--- config.mk ---
export PLATFORM = sky130hd
export DESIGN_NAME = maria_dma_sched
export DESIGN_NICKNAME = d
export VERILOG_FILES = /design/src/rtl/maria_dma_sched.sv
export SDC_FILE = /design/constraint.sdc
export NUM_CORES = 1
export LEC_CHECK = 0
export BUFFER_PORTS_ARGS = -buffer_cell sky130_fd_sc_hd__buf_2
export CAP_MARGIN = 5
export CORE_AREA = 3 3 77 79
export CTS_CLUSTER_SIZE = 30
export DETAILED_ROUTE_END_ITERATION = 16
export DIE_AREA = 0 0 80 82
export PLACE_DENSITY = 0.64
export REMOVE_ABC_BUFFERS = 1
export SYNTH_ARGS = -nofsm -noshare
export SYNTH_HDL_FRONTEND = slang
export SYNTH_SLANG_ARGS = --single-unit
--- constraint.sdc ---
create_clock -name i_sysclk -period 1.7 [get_ports i_sysclk]
set_input_delay 0.17 -clock i_sysclk [delete_from_list [all_inputs] [get_ports i_sysclk]]
set_output_delay 0.17 -clock i_sysclk [all_outputs]
set_load 0.03 [all_outputs]
--- src/rtl/maria_dma_sched.sv ---
`default_nettype none
// ============================================================================
// maria_dma_sched : per-scanline beam counters and Maria DMA/halt scheduler
// Revision 1.0
// ============================================================================
module maria_dma_sched #(
  parameter int LINE_CYCLES   = 454,
  parameter int LINES         = 263,
  parameter int FIRST_LINE    = 16,
  parameter int LAST_LINE     = 258,
  parameter int DMA_START_CYC = 16,
  parameter int HALT_SETUP    = 2,
  parameter int DMA_KILL_CYC  = 424
) (
  input  logic       i_sysclk,
  input  logic       i_reset_n,
  input  logic       i_frame_sync,
  input  logic       i_dma_en,
  input  logic       i_zp_dma_done,
  input  logic       i_dp_dma_done,
  input  logic       i_dp_dma_done_dli,
  output logic       o_zp_dma_start,
  output logic       o_dp_dma_start,
  output logic       o_dp_dma_kill,
  output logic       o_halt_req,
  output logic       o_last_line,
  output logic       o_dli_nmi,
  output logic [8:0] o_hcnt,
  output logic [8:0] o_vline
);

  localparam logic [8:0] c_HMAX      = 9'(LINE_CYCLES - 1);
  localparam logic [8:0] c_VMAX      = 9'(LINES - 1);
  localparam logic [8:0] c_FIRST     = 9'(FIRST_LINE);
  localparam logic [8:0] c_LAST      = 9'(LAST_LINE);
  localparam logic [8:0] c_START     = 9'(DMA_START_CYC);
  localparam logic [8:0] c_KILL      = 9'(DMA_KILL_CYC);
  localparam logic [7:0] c_SETUP_END = 8'(HALT_SETUP - 1);

  typedef enum logic [2:0] {
    S_IDLE    = 3'd0,
    S_HALT    = 3'd1,
    S_ZP_WAIT = 3'd2,
    S_DP_RUN  = 3'd3,
    S_KILL    = 3'd4
  } state_t;

  state_t     r_state;
  logic [8:0] r_hcnt, r_vline;
  logic [7:0] r_setup;
  logic       r_zp_start, r_dp_start, r_kill, r_halt, r_last_line, r_dli_nmi, r_dli_pend;

  logic [8:0] w_hcnt_nxt, w_vline_nxt;
  logic       w_hwrap, w_dma_line;

  always_comb begin
    w_hwrap     = (r_hcnt == c_HMAX);
    w_hcnt_nxt  = w_hwrap ? 9'd0 : r_hcnt + 9'd1;
    w_vline_nxt = r_vline;
    if (w_hwrap)
      w_vline_nxt = (r_vline == c_VMAX) ? 9'd0 : r_vline + 9'd1;
    if (i_frame_sync) begin
      w_hcnt_nxt  = 9'd0;
      w_vline_nxt = 9'd0;
    end
  end

  assign w_dma_line = i_dma_en && (r_vline >= c_FIRST) && (r_vline <= c_LAST);

  always_ff @(posedge i_sysclk or negedge i_reset_n) begin
    if (!i_reset_n) begin
      r_state     <= S_IDLE;
      r_hcnt      <= 9'd0;
      r_vline     <= 9'd0;
      r_setup     <= 8'd0;
      r_zp_start  <= 1'b0;
      r_dp_start  <= 1'b0;
      r_kill      <= 1'b0;
      r_halt      <= 1'b0;
      r_last_line <= 1'b0;
      r_dli_nmi   <= 1'b0;
      r_dli_pend  <= 1'b0;
    end else begin
      r_hcnt      <= w_hcnt_nxt;
      r_vline     <= w_vline_nxt;
      // Derived from the next line value so last_line stays aligned with vline
      r_last_line <= (w_vline_nxt == c_LAST);
      r_zp_start  <= 1'b0;
      r_dp_start  <= 1'b0;
      r_dli_nmi   <= 1'b0;
      if (i_frame_sync) begin
        r_state    <= S_IDLE;
        r_halt     <= 1'b0;
        r_kill     <= 1'b0;
        r_setup    <= 8'd0;
        r_dli_pend <= 1'b0;
      end else begin
        case (r_state)
          S_IDLE: begin
            if (r_dli_pend) begin
              r_dli_nmi  <= 1'b1;
              r_dli_pend <= 1'b0;
            end
            if (r_hcnt == c_START && w_dma_line) begin
              r_state <= S_HALT;
              r_halt  <= 1'b1;
              r_setup <= 8'd0;
            end
          end
          S_HALT: begin
            if (r_setup == c_SETUP_END) begin
              if (r_vline == c_FIRST) begin
                r_zp_start <= 1'b1;
                r_state    <= S_ZP_WAIT;
              end else begin
                r_dp_start <= 1'b1;
                r_state    <= S_DP_RUN;
              end
            end else begin
              r_setup <= r_setup + 8'd1;
            end
          end
          S_ZP_WAIT: begin
            if (i_zp_dma_done) begin
              r_dp_start <= 1'b1;
              r_state    <= S_DP_RUN;
              if (i_dp_dma_done_dli) r_dli_pend <= 1'b1;
            end
          end
          S_DP_RUN: begin
            // A done on the deadline cycle takes priority over the kill
            if (i_dp_dma_done) begin
              r_halt  <= 1'b0;
              r_state <= S_IDLE;
              if (i_dp_dma_done_dli) r_dli_pend <= 1'b1;
            end else if (r_hcnt == c_KILL) begin
              r_kill  <= 1'b1;
              r_state <= S_KILL;
            end
          end
          S_KILL: begin
            if (i_dp_dma_done) begin
              r_kill  <= 1'b0;
              r_halt  <= 1'b0;
              r_state <= S_IDLE;
              if (i_dp_dma_done_dli) r_dli_pend <= 1'b1;
            end
          end
          default: r_state <= S_IDLE;
        endcase
      end
    end
  end

  assign o_zp_dma_start = r_zp_start;
  assign o_dp_dma_start = r_dp_start;
  assign o_dp_dma_kill  = r_kill;
  assign o_halt_req     = r_halt;
  assign o_last_line    = r_last_line;
  assign o_dli_nmi      = r_dli_nmi;
  assign o_hcnt         = r_hcnt;
  assign o_vline        = r_vline;

endmodule
`default_nettype wire

==> impl_metrics.env <==
export IMPL_layout_setup_ws_ps=-93.6
export IMPL_grt_pass1_wl_um=8670
export IMPL_die_area_um2=6560
export IMPL_wl_per_cell_um=13.9
export IMPL_port_buffers=30
export IMPL_drc=0
export IMPL_fin_crit_sh_pct=106
export IMPL_fin_tns_setup_ps=-819
export IMPL_htree_num_levels=2
export IMPL_tightest_slew_ps=373
export IMPL_slew_viol_final=0
export IMPL_cp_required_ps=1890
export IMPL_layout_drive_gt1_share_pct=35.5
export IMPL_gp_congestion=0.836
export IMPL_p_per_area_nw_per_um2=674
export IMPL_grt_max_degree=37
export IMPL_syn_inst=228
export IMPL_drtIter0Drc=222
export IMPL_p_leak_nw=1.42
export IMPL_hpwl_um=3730
export IMPL_setup_viol=14
export IMPL_dr_pass1_iters=4
export IMPL_crit_type="flip-flop to flip-flop"
export IMPL_cap_violations=0
export IMPL_min_period_ps=1790
export IMPL_ys_warn_count=0
export IMPL_placed_area_um2=2630
export IMPL_nNetsFinal=327
export IMPL_insertion_delay_ps=300
export IMPL_routed_wl_um=5330
export IMPL_placed_cells=367
export IMPL_diodes=0
export IMPL_clk_path_buf_depth=2
export IMPL_rsz0062_at_grt="yes"
export IMPL_ir_drop_mv=0.251
export IMPL_slew_headroom_pct=75.0
export IMPL_layout_cells_non_filler=385
export IMPL_area_growth_syn_to_layout_pct=39.3
export IMPL_die_w_um=80
export IMPL_arrival_ps=1980
export IMPL_vias=1999
export IMPL_start_kind="flip-flop"
export IMPL_overflow=0
export IMPL_synth_cell_type_count=46
export IMPL_ys_ff_latch=36
export IMPL_core_area_um2=5410
export IMPL_final_area_um2=2900
export IMPL_vias_per_cell=5.19
export IMPL_synth_edf_count=0
export IMPL_ys_seq_area_share_pct=43.2
export IMPL_ioPinCount=31
export IMPL_die_h_um=82
export IMPL_cts_num_sinks=36
export IMPL_rows=27
export IMPL_avgSynthCellArea_um2=9.14
export IMPL_hold_viol=0
export IMPL_dp_slack_ps=-226
export IMPL_ys_flop_type="dfrtp_1"
export IMPL_violations="negative setup slack"
export IMPL_cts_tree="built"
export IMPL_ant_nets=0
export IMPL_grt_pass1_vias=1855
export IMPL_min_delay_path_class="primary input to flip-flop"
export IMPL_fin_hold_ws_ps=113
export IMPL_cp_max_fo=7
export IMPL_groute_usage_overall_pct=17.1
export IMPL_start_util_pct=38.5
export IMPL_numCtsBuffers=5
export IMPL_root_buffer="clkbuf_8"
export IMPL_fmax_ghz=0.558
export IMPL_async_flop_share_pct=100
export IMPL_finalClockSkew_ps=4.47
export IMPL_antenna_found_initial=0
export IMPL_crit_path_end_kind="flip-flop"
export IMPL_outcome="complete, but fails checks"
export IMPL_r2r_slack_ps=-90
export IMPL_cts_clk_slew_worst_paths_ps=70
export IMPL_synth_area_um2=2080
## report_power, final
| group | internal [mW] | switching, mW | total, mW | leakage, nW |
|---|---|---|---|---|
| Clock | 0.329 | 0.324 | 0.654 | 0.0445 |
| Combinational | 0.162 | 0.234 | 0.396 | 0.878 |
| Sequential | 0.884 | 0.0221 | 0.906 | 0.500 |
## cell type report
cell class	instances	area (um2)
fill	503	2500
sequential	36	901
tap	72	90.1
clock inverter	1	7.51
timing repair buffer	83	574
clock buffer	7	86.3
multi-input combinational	173	1190
inverter	13	48.8
## through the flow
stage / total power [mW] / utilization, %
3_3_place_gp: 1.28 / 48.6
4_1_cts: 1.94 / 52.4
5_1_grt: 2.05 / 53.7
6_report: 1.96 / 53.7
2_1_floorplan: 1.12 / -
3_5_place_dp: 1.28 / 48.6
## Yosys cell counts (3+ instances only)
master    number  area, um2
nand3_1       11       55.1
ha_1           8        100
nand2_1       18       67.6
xor2_1         5       43.8
nor3_1         9       45.0
nor3b_1        3       22.5
xnor2_1        9       78.8
or3_1          3       18.8
dfrtp_1       36        901
o21a_1         4       30.0
clkbuf_1       4       15.0
inv_1         13       48.8
a31oi_1        3       18.8
nor2_1        30        113
nor4_1         7       43.8
o21ai_0        3       15.0
a21oi_1       13       65.1
nand4_1        5       31.3
and3_1         8       50.1
mux2i_1        3       30.0
## timing repair
item,CTS,global route
gates cloned,0,0
endpoints found under the hold margin,36,0
setup buffers,7,2
setup endpoints to repair,12,23
hold buffers,1,0
pin swaps,5,4
gates resized for setup,14,11
## worst max-delay path, stage by stage, from the launching register on
cell and delay (ps):
dfrtp_1 390, inv_2 70, ha_1 130, and4bb_1 200, and2_2 170, buf_6 130, and4b_1 190, o21ai_1 90
a2111oi_2 320
## cells by family after synthesis
| family | after synthesis | synth area share, % |
|---|---|---|
| xor+xnor | 14 | 5.89 |
| buf+inv | 19 | 3.84 |
| mux | 3 | 1.44 |
| compound gates | 40 | 13.5 |
| simple gates | 108 | 27.3 |
| flops | 36 | 43.2 |
| fa+ha+maj | 8 | 4.80 |
## cell usage in the layout, fill, tap and decap left out, drive strengths merged, types with 8 or more instances in the layout
| cell | netlist | routed |
|---|---|---|
| nor3 | 9 | 9 |
| a21oi | 13 | 13 |
| nor2 | 30 | 30 |
| and3 | 8 | 8 |
| xnor2 | 9 | 9 |
| nand3 | 11 | 11 |
| ha | 8 | 8 |
| inv | 13 | 13 |
| nand2 | 18 | 18 |
| dfrtp | 36 | 36 |
| buf | 2 | 82 |
## flip-flops by register name (all words and copies together) (netlist names)
register        cells
o_hcnt              9
o_zp_dma_start      1
o_dp_dma_kill       1
o_last_line         1
o_dp_dma_start      1
r_setup             8
o_halt_req          1
o_vline             9
o_dli_nmi           1
r_state             3
r_dli_pend          1
## metal layers
layer	share of wire (%)	track usage (%)
met1	46	22.4
met2	46	26.9
met3	5.7	4.17
met4	1.6	7.09
met5	0	0
## path summary, 6_finish.rpt
kind / start / end / depth (start not counted)
max: o_hcnt[1]$_DFF_PN0_ / o_last_line$_DFF_PN0_ / 8
max reg2reg: o_hcnt[1]$_DFF_PN0_ / o_last_line$_DFF_PN0_ / 8
min reg2reg: r_dli_pend$_DFFE_PN0P_ / r_dli_pend$_DFFE_PN0P_ / 2
min in group asynchronous: i_reset_n / r_setup[4]$_DFFE_PN0P_ / 3
max in group asynchronous: i_reset_n / r_state[1]$_DFFE_PN0P_ / 3
min: i_dp_dma_done / r_state[2]$_DFFE_PN0P_ / 2
No activity file was read; power rests on OpenSTA's default activity.
